<file path="config.mk">
export PLATFORM = sky130hd
export DESIGN_NAME = dpram_param
export DESIGN_NICKNAME = d
export VERILOG_FILES = /design/src/rtl/dpram_pkg.sv /design/src/rtl/dpram_core.sv /design/src/rtl/dpram_param.sv
export SDC_FILE = /design/constraint.sdc
export NUM_CORES = 1
export LEC_CHECK = 0
export CORE_AREA = 2 2 111 113
export DETAILED_ROUTE_END_ITERATION = 16
export DIE_AREA = 0 0 113 115
export HOLD_SLACK_MARGIN = 0.12
export PLACE_DENSITY_LB_ADDON = 0.15
export SLEW_MARGIN = 10
export SYNTH_ARGS = -nofsm -noshare
export SYNTH_HDL_FRONTEND = slang
export SYNTH_SLANG_ARGS = --single-unit
export TNS_END_PERCENT = 1
</file>
<file path="constraint.sdc">
create_clock -name clk -period 2.25 [get_ports clk]
set_input_delay 0.3375 -clock clk [delete_from_list [all_inputs] [get_ports clk]]
set_output_delay 0.3375 -clock clk [all_outputs]
set_load 0.05 [all_outputs]
</file>
<file path="src/rtl/dpram_pkg.sv">
// Shared types and default constants for the parametrised dual-port RAM.
package dpram_pkg;

    typedef enum logic {
        SWEEP = 1'b0,
        RUN   = 1'b1
    } state_t;

    localparam int              DEF_DW    = 8;
    localparam int              DEF_AW    = 4;
    localparam int              DEF_DEPTH = 16;
    localparam logic [DEF_DW-1:0] DEF_FILL = '0;

endpackage

</file>
<file path="src/rtl/dpram_core.sv">
// Bare memory array: synchronous write port and a registered, write-first read port.
// Reads beyond DEPTH return FILL; the caller gates writes to in-range addresses.
module dpram_core
    import dpram_pkg::*;
#(
    parameter int            DW    = DEF_DW,
    parameter int            AW    = DEF_AW,
    parameter int            DEPTH = DEF_DEPTH,
    parameter logic [DW-1:0] FILL  = '0
) (
    input  logic          i_clk,
    input  logic          i_rst_n,
    input  logic          i_we,
    input  logic [AW-1:0] i_waddr,
    input  logic [DW-1:0] i_wdata,
    input  logic          i_re,
    input  logic [AW-1:0] i_raddr,
    output logic [DW-1:0] o_rdata
);

    localparam logic [AW:0] LP_DEPTH = (AW+1)'(DEPTH);

    logic [DW-1:0] r_mem [DEPTH];
    logic [DW-1:0] r_rdata_p0;
    logic          w_rd_inrange;

    assign w_rd_inrange = ({1'b0, i_raddr} < LP_DEPTH);

    always_ff @(posedge i_clk) begin
        if (i_we) begin
            r_mem[i_waddr] <= i_wdata;
        end
    end

    // stage 0: read register, holds its value when no read is accepted
    always_ff @(posedge i_clk or negedge i_rst_n) begin
        if (!i_rst_n) begin
            r_rdata_p0 <= '0;
        end else if (i_re) begin
            if (!w_rd_inrange) begin
                r_rdata_p0 <= FILL;
            end else if (i_we && (i_waddr == i_raddr)) begin
                r_rdata_p0 <= i_wdata;
            end else begin
                r_rdata_p0 <= r_mem[i_raddr];
            end
        end
    end

    assign o_rdata = r_rdata_p0;

endmodule

</file>
<file path="src/rtl/dpram_param.sv">
// Parametrised single-clock dual-port RAM with FILL clear sweep after reset or clr.
// Define DPRAM_OUT_REG_EN to add a second output register (read latency 2).
module dpram_param
    import dpram_pkg::*;
#(
    parameter int            DW    = DEF_DW,
    parameter int            AW    = DEF_AW,
    parameter int            DEPTH = DEF_DEPTH,
    parameter logic [DW-1:0] FILL  = DW'(DEF_FILL)
) (
    input  logic          clk,
    input  logic          rst_n,
    input  logic          we,
    input  logic [AW-1:0] addr_wr,
    input  logic [DW-1:0] data_in,
    input  logic          re,
    input  logic [AW-1:0] addr_rd,
    input  logic          clr,
    output logic [DW-1:0] data_out,
    output logic          rd_valid,
    output logic          busy
);

    localparam logic [AW:0]   LP_DEPTH = (AW+1)'(DEPTH);
    localparam logic [AW-1:0] LP_LAST  = AW'(DEPTH - 1);

    state_t        r_state;
    state_t        w_state_nxt;
    logic [AW-1:0] r_sweep_ptr;
    logic [AW-1:0] w_sweep_ptr_nxt;
    logic          w_run;
    logic          w_wr_en;
    logic          w_rd_en;
    logic          w_core_we;
    logic [AW-1:0] w_core_waddr;
    logic [DW-1:0] w_core_wdata;
    logic [DW-1:0] w_rdata_p0;
    logic          r_vld_p0;

    always_ff @(posedge clk or negedge rst_n) begin
        if (!rst_n) begin
            r_state     <= SWEEP;
            r_sweep_ptr <= '0;
        end else begin
            r_state     <= w_state_nxt;
            r_sweep_ptr <= w_sweep_ptr_nxt;
        end
    end

    always_comb begin
        w_state_nxt     = r_state;
        w_sweep_ptr_nxt = r_sweep_ptr;
        case (r_state)
            SWEEP: begin
                if (r_sweep_ptr == LP_LAST) begin
                    w_state_nxt     = RUN;
                    w_sweep_ptr_nxt = '0;
                end else begin
                    w_sweep_ptr_nxt = r_sweep_ptr + AW'(1);
                end
            end
            RUN: begin
                if (clr) begin
                    w_state_nxt     = SWEEP;
                    w_sweep_ptr_nxt = '0;
                end
            end
            default: begin
                w_state_nxt     = SWEEP;
                w_sweep_ptr_nxt = '0;
            end
        endcase
    end

    // A clr cycle swallows any access presented alongside it
    assign w_run   = (r_state == RUN);
    assign w_wr_en = w_run && !clr && we && ({1'b0, addr_wr} < LP_DEPTH);
    assign w_rd_en = w_run && !clr && re;

    // The sweep borrows the write port while not in RUN
    assign w_core_we    = !w_run || w_wr_en;
    assign w_core_waddr = w_run ? addr_wr : r_sweep_ptr;
    assign w_core_wdata = w_run ? data_in : FILL;

    dpram_core #(
        .DW    (DW),
        .AW    (AW),
        .DEPTH (DEPTH),
        .FILL  (FILL)
    ) u_core (
        .i_clk   (clk),
        .i_rst_n (rst_n),
        .i_we    (w_core_we),
        .i_waddr (w_core_waddr),
        .i_wdata (w_core_wdata),
        .i_re    (w_rd_en),
        .i_raddr (addr_rd),
        .o_rdata (w_rdata_p0)
    );

    // stage 0: valid travels with the core read register
    always_ff @(posedge clk or negedge rst_n) begin
        if (!rst_n) begin
            r_vld_p0 <= 1'b0;
        end else begin
            r_vld_p0 <= w_rd_en;
        end
    end

`ifdef DPRAM_OUT_REG_EN
    logic [DW-1:0] r_data_p1;
    logic          r_vld_p1;

    // stage 1: extra output register; a result already in flight survives clr
    always_ff @(posedge clk or negedge rst_n) begin
        if (!rst_n) begin
            r_data_p1 <= '0;
            r_vld_p1  <= 1'b0;
        end else begin
            r_data_p1 <= w_rdata_p0;
            r_vld_p1  <= r_vld_p0;
        end
    end

    assign data_out = r_data_p1;
    assign rd_valid = r_vld_p1;
`else
    assign data_out = w_rdata_p0;
    assign rd_valid = r_vld_p0;
`endif

    assign busy = !w_run;

endmodule
</file>
* Word level (Yosys, flattened, before mapping)
Memories as Yosys holds them, arrays and structs flattened. A register that Yosys moved wholly into a read port is not among the register bits. Cells that the tools add are included.
Word-level totals: bits in writable memories 128, register bits after elaboration 6, logic and storage cells 25, input bits 21, output and inout bits 10, memories kept 1, memory bits (read-only) 0, latch bits 0
Cells by class: muxes and demuxes 10, div/mod/pow operators 0, order comparisons 0, multipliers 0, reductions and logical operators 7, shift-type cells 0, bitwise logic cells 1, equality and inequality tests 2, add/sub/neg operators 1
Memory list:
- u_core.r_mem | depth 16, bits a word 8, read ports 1, clocked after Yosys merged registers in 1, wr ports 1, RTL line dpram_core.sv:23 | logic [DW-1:0] r_mem [DEPTH];
Operators with widths (count):
- two-way mux 4 bit | 3
- two-way mux 8 bit | 1
- one-hot mux 4 bit (2 select lines) | 1
- adder 4 x 1 -> 4 bit, second input constant | 1
- equality test 4 bit, second input constant | 1
- two-way mux 1 bit | 4
- logical AND 1 bit | 3
- logical NOT 1 bit | 3
- != test 2 bit, second input constant | 1
- one-hot mux 1 bit (2 select lines) | 1
- logical OR 1 bit | 1
- inverter 1 bit | 1

* Longest topological paths before layout
depth after elaboration 6, depth in mapped cells 8, mapped depth without buffers 7

* Hierarchy
From an unflattened synthesis, not the netlist that was laid out.
Unflattened totals: cell total of the unflattened synthesis 299, area, all modules 5775.5 µm²
Modules (own cells, without submodules):
- dpram_core | seq. area each 4043.9 µm², instances 1, cells each 257, area an instance 5385.2 µm²
- dpram_param | seq. area each 150.1 µm², instances 1, cells each 42, area an instance 390.4 µm²

* Least setup slack after synthesis
No wires, ideal clock.
path kind in2reg, start input addr_rd[0], end register u_core.r_rdata_p0[0] (netlist: u_core.o_rdata[0]), read port of u_core.r_mem, stages on the path 6, buffers on the path 2, required time 2.124 ns, slack 0.237 ns, arrival 1.887 ns, library setup time 0.126 ns, cells stage by stage buf_2 > buf_2 > mux4_2 > a22oi_1 > a21oi_1 > a311o_1
RTL lines:
- start: declaration | RTL line dpram_param.sv:17 | input logic [AW-1:0] addr_rd,
- end: declaration | RTL line dpram_core.sv:24 | logic [DW-1:0] r_rdata_p0;

* Worst setup path in the final report
start register r_state, end register u_core.r_rdata_p0[2] (netlist: u_core.o_rdata[2]), read port of u_core.r_mem
On the way: cells in the longest elaborated chain, start to end 2
Ends and longest elaborated chain:
- start: declaration | RTL line dpram_param.sv:27 | state_t r_state;
- start signal: assignment | RTL line dpram_param.sv:45 | r_state <= w_state_nxt;
- logical AND 1 bit (2 in series) | RTL line dpram_param.sv:78 | assign w_rd_en = w_run && !clr && re;
Every way passes these cells. A chain may end at the register's enable or synchronous reset.

==> impl_metrics.toml <==
[global_route]
grt_util_all_layers_pct = 20.4
grt_max_degree = 34
globalRouteOverflowTotal = 0
grt_antenna_before_repair = 0
grt_pass1_vias = 3164
grt_pass1_wl_mm = 18.7

[clock_network]
clkLatencyLatePin_ps = 410
numClockSinks = 142
cts_setup_buffers = 0
h-tree-depth = 4
clockBufferDepth = 2
clockRootBuffer = "clkbuf_16"
clkTransAtPathRegs_ps = 60
cts_tree = "done"
cts-buffers-inserted = 17

[yosys]
synth_top_area_share_pct = 66.8
ys.warnings.count = 0
netlist_instances = 305
syn_nets = 327
synth_area_mm2 = 0.00575
synth_top_area_cell = "edfxtp_1"
synth-seq-cells = 142
yosysUniqueCellTypes = 37
syn_area_per_cell_um2 = 18.9
synthTopCellsByArea = "edfxtp_1 (67%), mux4_2 (13%), dfrtp_1 (6.1%), a22oi_1 (2.1%), and2_1 (1.8%)"
ys_seq_area_share_pct = 72.9

[place]
port_buffers = 30
place_area_mm2 = 0.00646
gp_congestion = 0.851
dp_hpwl_mm = 8.24
place_ws_ps = -77.7

[setup_path]
worstSetupPathType = "reg -> reg"
end_kind = "flip-flop"
crit_fanout = 25
required_ps = 2550
start_kind = "flip-flop"
arrival_ps = 2440

[sta]
finalCriticalPeriod_ps = 2140
setup_viol = 0
achievable-frequency_ghz = 0.466
slew_headroom_pct = 49.7
fin_crit_sh_pct = 95.3
finalHoldViolations = 0
finalClockSkew_ps = 4.03
worst_slack_ps = 106
worst_slew_pin_slew_ps = 752
finalSetupTns_ps = 0
slew_viol_final = 0
rsz0062_at_grt = "false"

[detailed_routing]
drc = 1
viasPerCell = 5.72
ant_nets = 0
routed_wl_mm = 12.4
drt_iter0_markers = 249
vias = 3048
first_pass_iters = 10
wl_per_cell_um = 23.2

[floorplan]
coreArea_mm2 = 0.0118
die_area_mm2 = 0.0130
initial_core_util_pct = 48.7
dieHeight_um = 115
io_pins = 31
dieWidth_um = 113
fp-row-count = 40

[power]
power_density_mw_per_mm2 = 1250
p_leak_uw = 0.00245
max-vdd-ir-drop_mv = 1.14

[final_layout]
final_util_pct = 60.1
areaGrowthSynthToFinish_pct = 23.4
multi_input_area_mm2 = 0.00148
antenna_cells = 0
design_area_mm2 = 0.00710
fin_nets = 395
layout-drive-gt1-share_pct = 26.7
seqCellArea_mm2 = 0.00419
fillCellCount = 898

[flow_run]
maxCapViolCount = 0

[outcome]
violations = "design-rule violations"
status = "finished with violations"

[worst_hold_path]
min_path_type = "in -> async"
[stage by stage]
step | hold WS (ps) | cells | total power [uW]
final | 344 | 533 | 8860
after floorplan | 41.9 | 305 | 5040
after CTS | 344 | 533 | 8880
after detailed placement | 569 | 501 | 5940
after global placement | 562 | 501 | 5890
after global routing | 383 | 533 | 9210
[flip-flops by register name, summed over array words and instances, names as in the netlist]
register,count
u_core.r_mem,128
u_core.o_rdata,8
r_sweep_ptr,4
r_state,1
rd_valid,1
[where the power goes]
group / internal [uW] / total [uW] / leakage [uW] / switching, uW
Combinational: 832 / 2110 / 0.000765 / 1270
Clock: 1940 / 2950 / 0.000304 / 1010
Sequential: 3570 / 3800 / 0.00138 / 228
[layer usage]
metal | wire length, um | vias to the layer above | GRT usage [%]
li1 | - | 1383 | -
met1 | 5260 | 1560 | 27.8
met2 | 6050 | 87 | 31.7
met3 | 822 | 18 | 6.01
met4 | 251 | 0 | 7.80
met5 | 0 | - | 0
[Yosys cell counts, drive strengths merged]
| cell | instances |
|---|---|
| clkbuf | 5 |
| o32a | 1 |
| edfxtp | 128 |
| a21boi | 1 |
| a21oi | 10 |
| nor2 | 21 |
| o21ai | 4 |
| nor4 | 1 |
| nand2 | 10 |
| a31oi | 1 |
| mux2i | 3 |
| nand4bb | 1 |
| nor3 | 1 |
| nor2b | 2 |
| and2 | 17 |
| ha | 1 |
| buf | 9 |
| nand3 | 1 |
| o41ai | 1 |
| a311o | 8 |
| nor3b | 1 |
| o21bai | 1 |
| mux4 | 32 |
| nand4b | 1 |
| a32oi | 1 |
| mux2 | 1 |
| nand2b | 1 |
| xnor2 | 4 |
| inv | 5 |
| dfrtp | 14 |
| a22o | 2 |
| a22oi | 16 |
[cells by family (layout without fill, tap and decap cells)]
| family | after synthesis | after routing | synth area share [%] |
|---|---|---|---|
| AOI/OAI and AO/OA | 46 | 46 | 6.18 |
| xor gates and xnor gates | 4 | 4 | 0.609 |
| adders and majority gates | 1 | 1 | 0.217 |
| buffers and inverters | 19 | 100 | 1.59 |
| DFF | 142 | 142 | 72.9 |
| muxes | 36 | 36 | 13.5 |
| and+or+nand+nor | 57 | 57 | 5.07 |
[cell type report]
class	count	share of cell area, %
repair buffers	63	8.32
clock buffers	18	6.05
clock inverters	14	2.79
well taps	147	2.59
inverters	5	0.264
multi-input cells	144	20.9
flip-flops and latches	142	59.1
[timing repair]
action,in CTS,in global routing
endpoints found under the setup margin,0,8
resized for setup,0,3
hold buffers,0,0
[worst paths after layout]
kind / start / end / slack (ps) / depth (start not counted)
setup / recovery: r_state / u_core.o_rdata[2] / 110 / 8
hold / removal: rst_n / r_sweep_ptr[1] / 340 / 1
setup reg to reg: r_state / u_core.o_rdata[2] / 110 / 8
hold reg to reg: r_sweep_ptr[3] / r_sweep_ptr[3] / 590 / 2
max in group asynchronous: rst_n / u_core.o_rdata[0] / 1460 / 1
min in group clk: r_sweep_ptr[3] / r_sweep_ptr[3] / 590 / 2
[placed cells by master, fill, tap and decap left out, types with 8 or more instances in the layout]
cell type        synthesis  layout
nand2_1                 10      10
clkbuf_16                0      17
dfrtp_1                 14      14
edfxtp_1               128     128
clkdlybuf4s50_1          0      28
buf_4                    0      30
and2_1                  17      17
a311o_1                  8       8
a22oi_1                 16      16
a21oi_1                 10      10
nor2_1                  21      20
mux4_2                  32      32
[critical path, cell delays in order, from the launching register on]
cell and delay, ps:
dfrtp_1 470, buf_12 200, nand4bb_1 110, o21ai_1 140, mux2i_2 160, o41ai_4 360, buf_4 200, a21oi_1 50
a311o_1 330
Power figures use the tool's default switching activity.
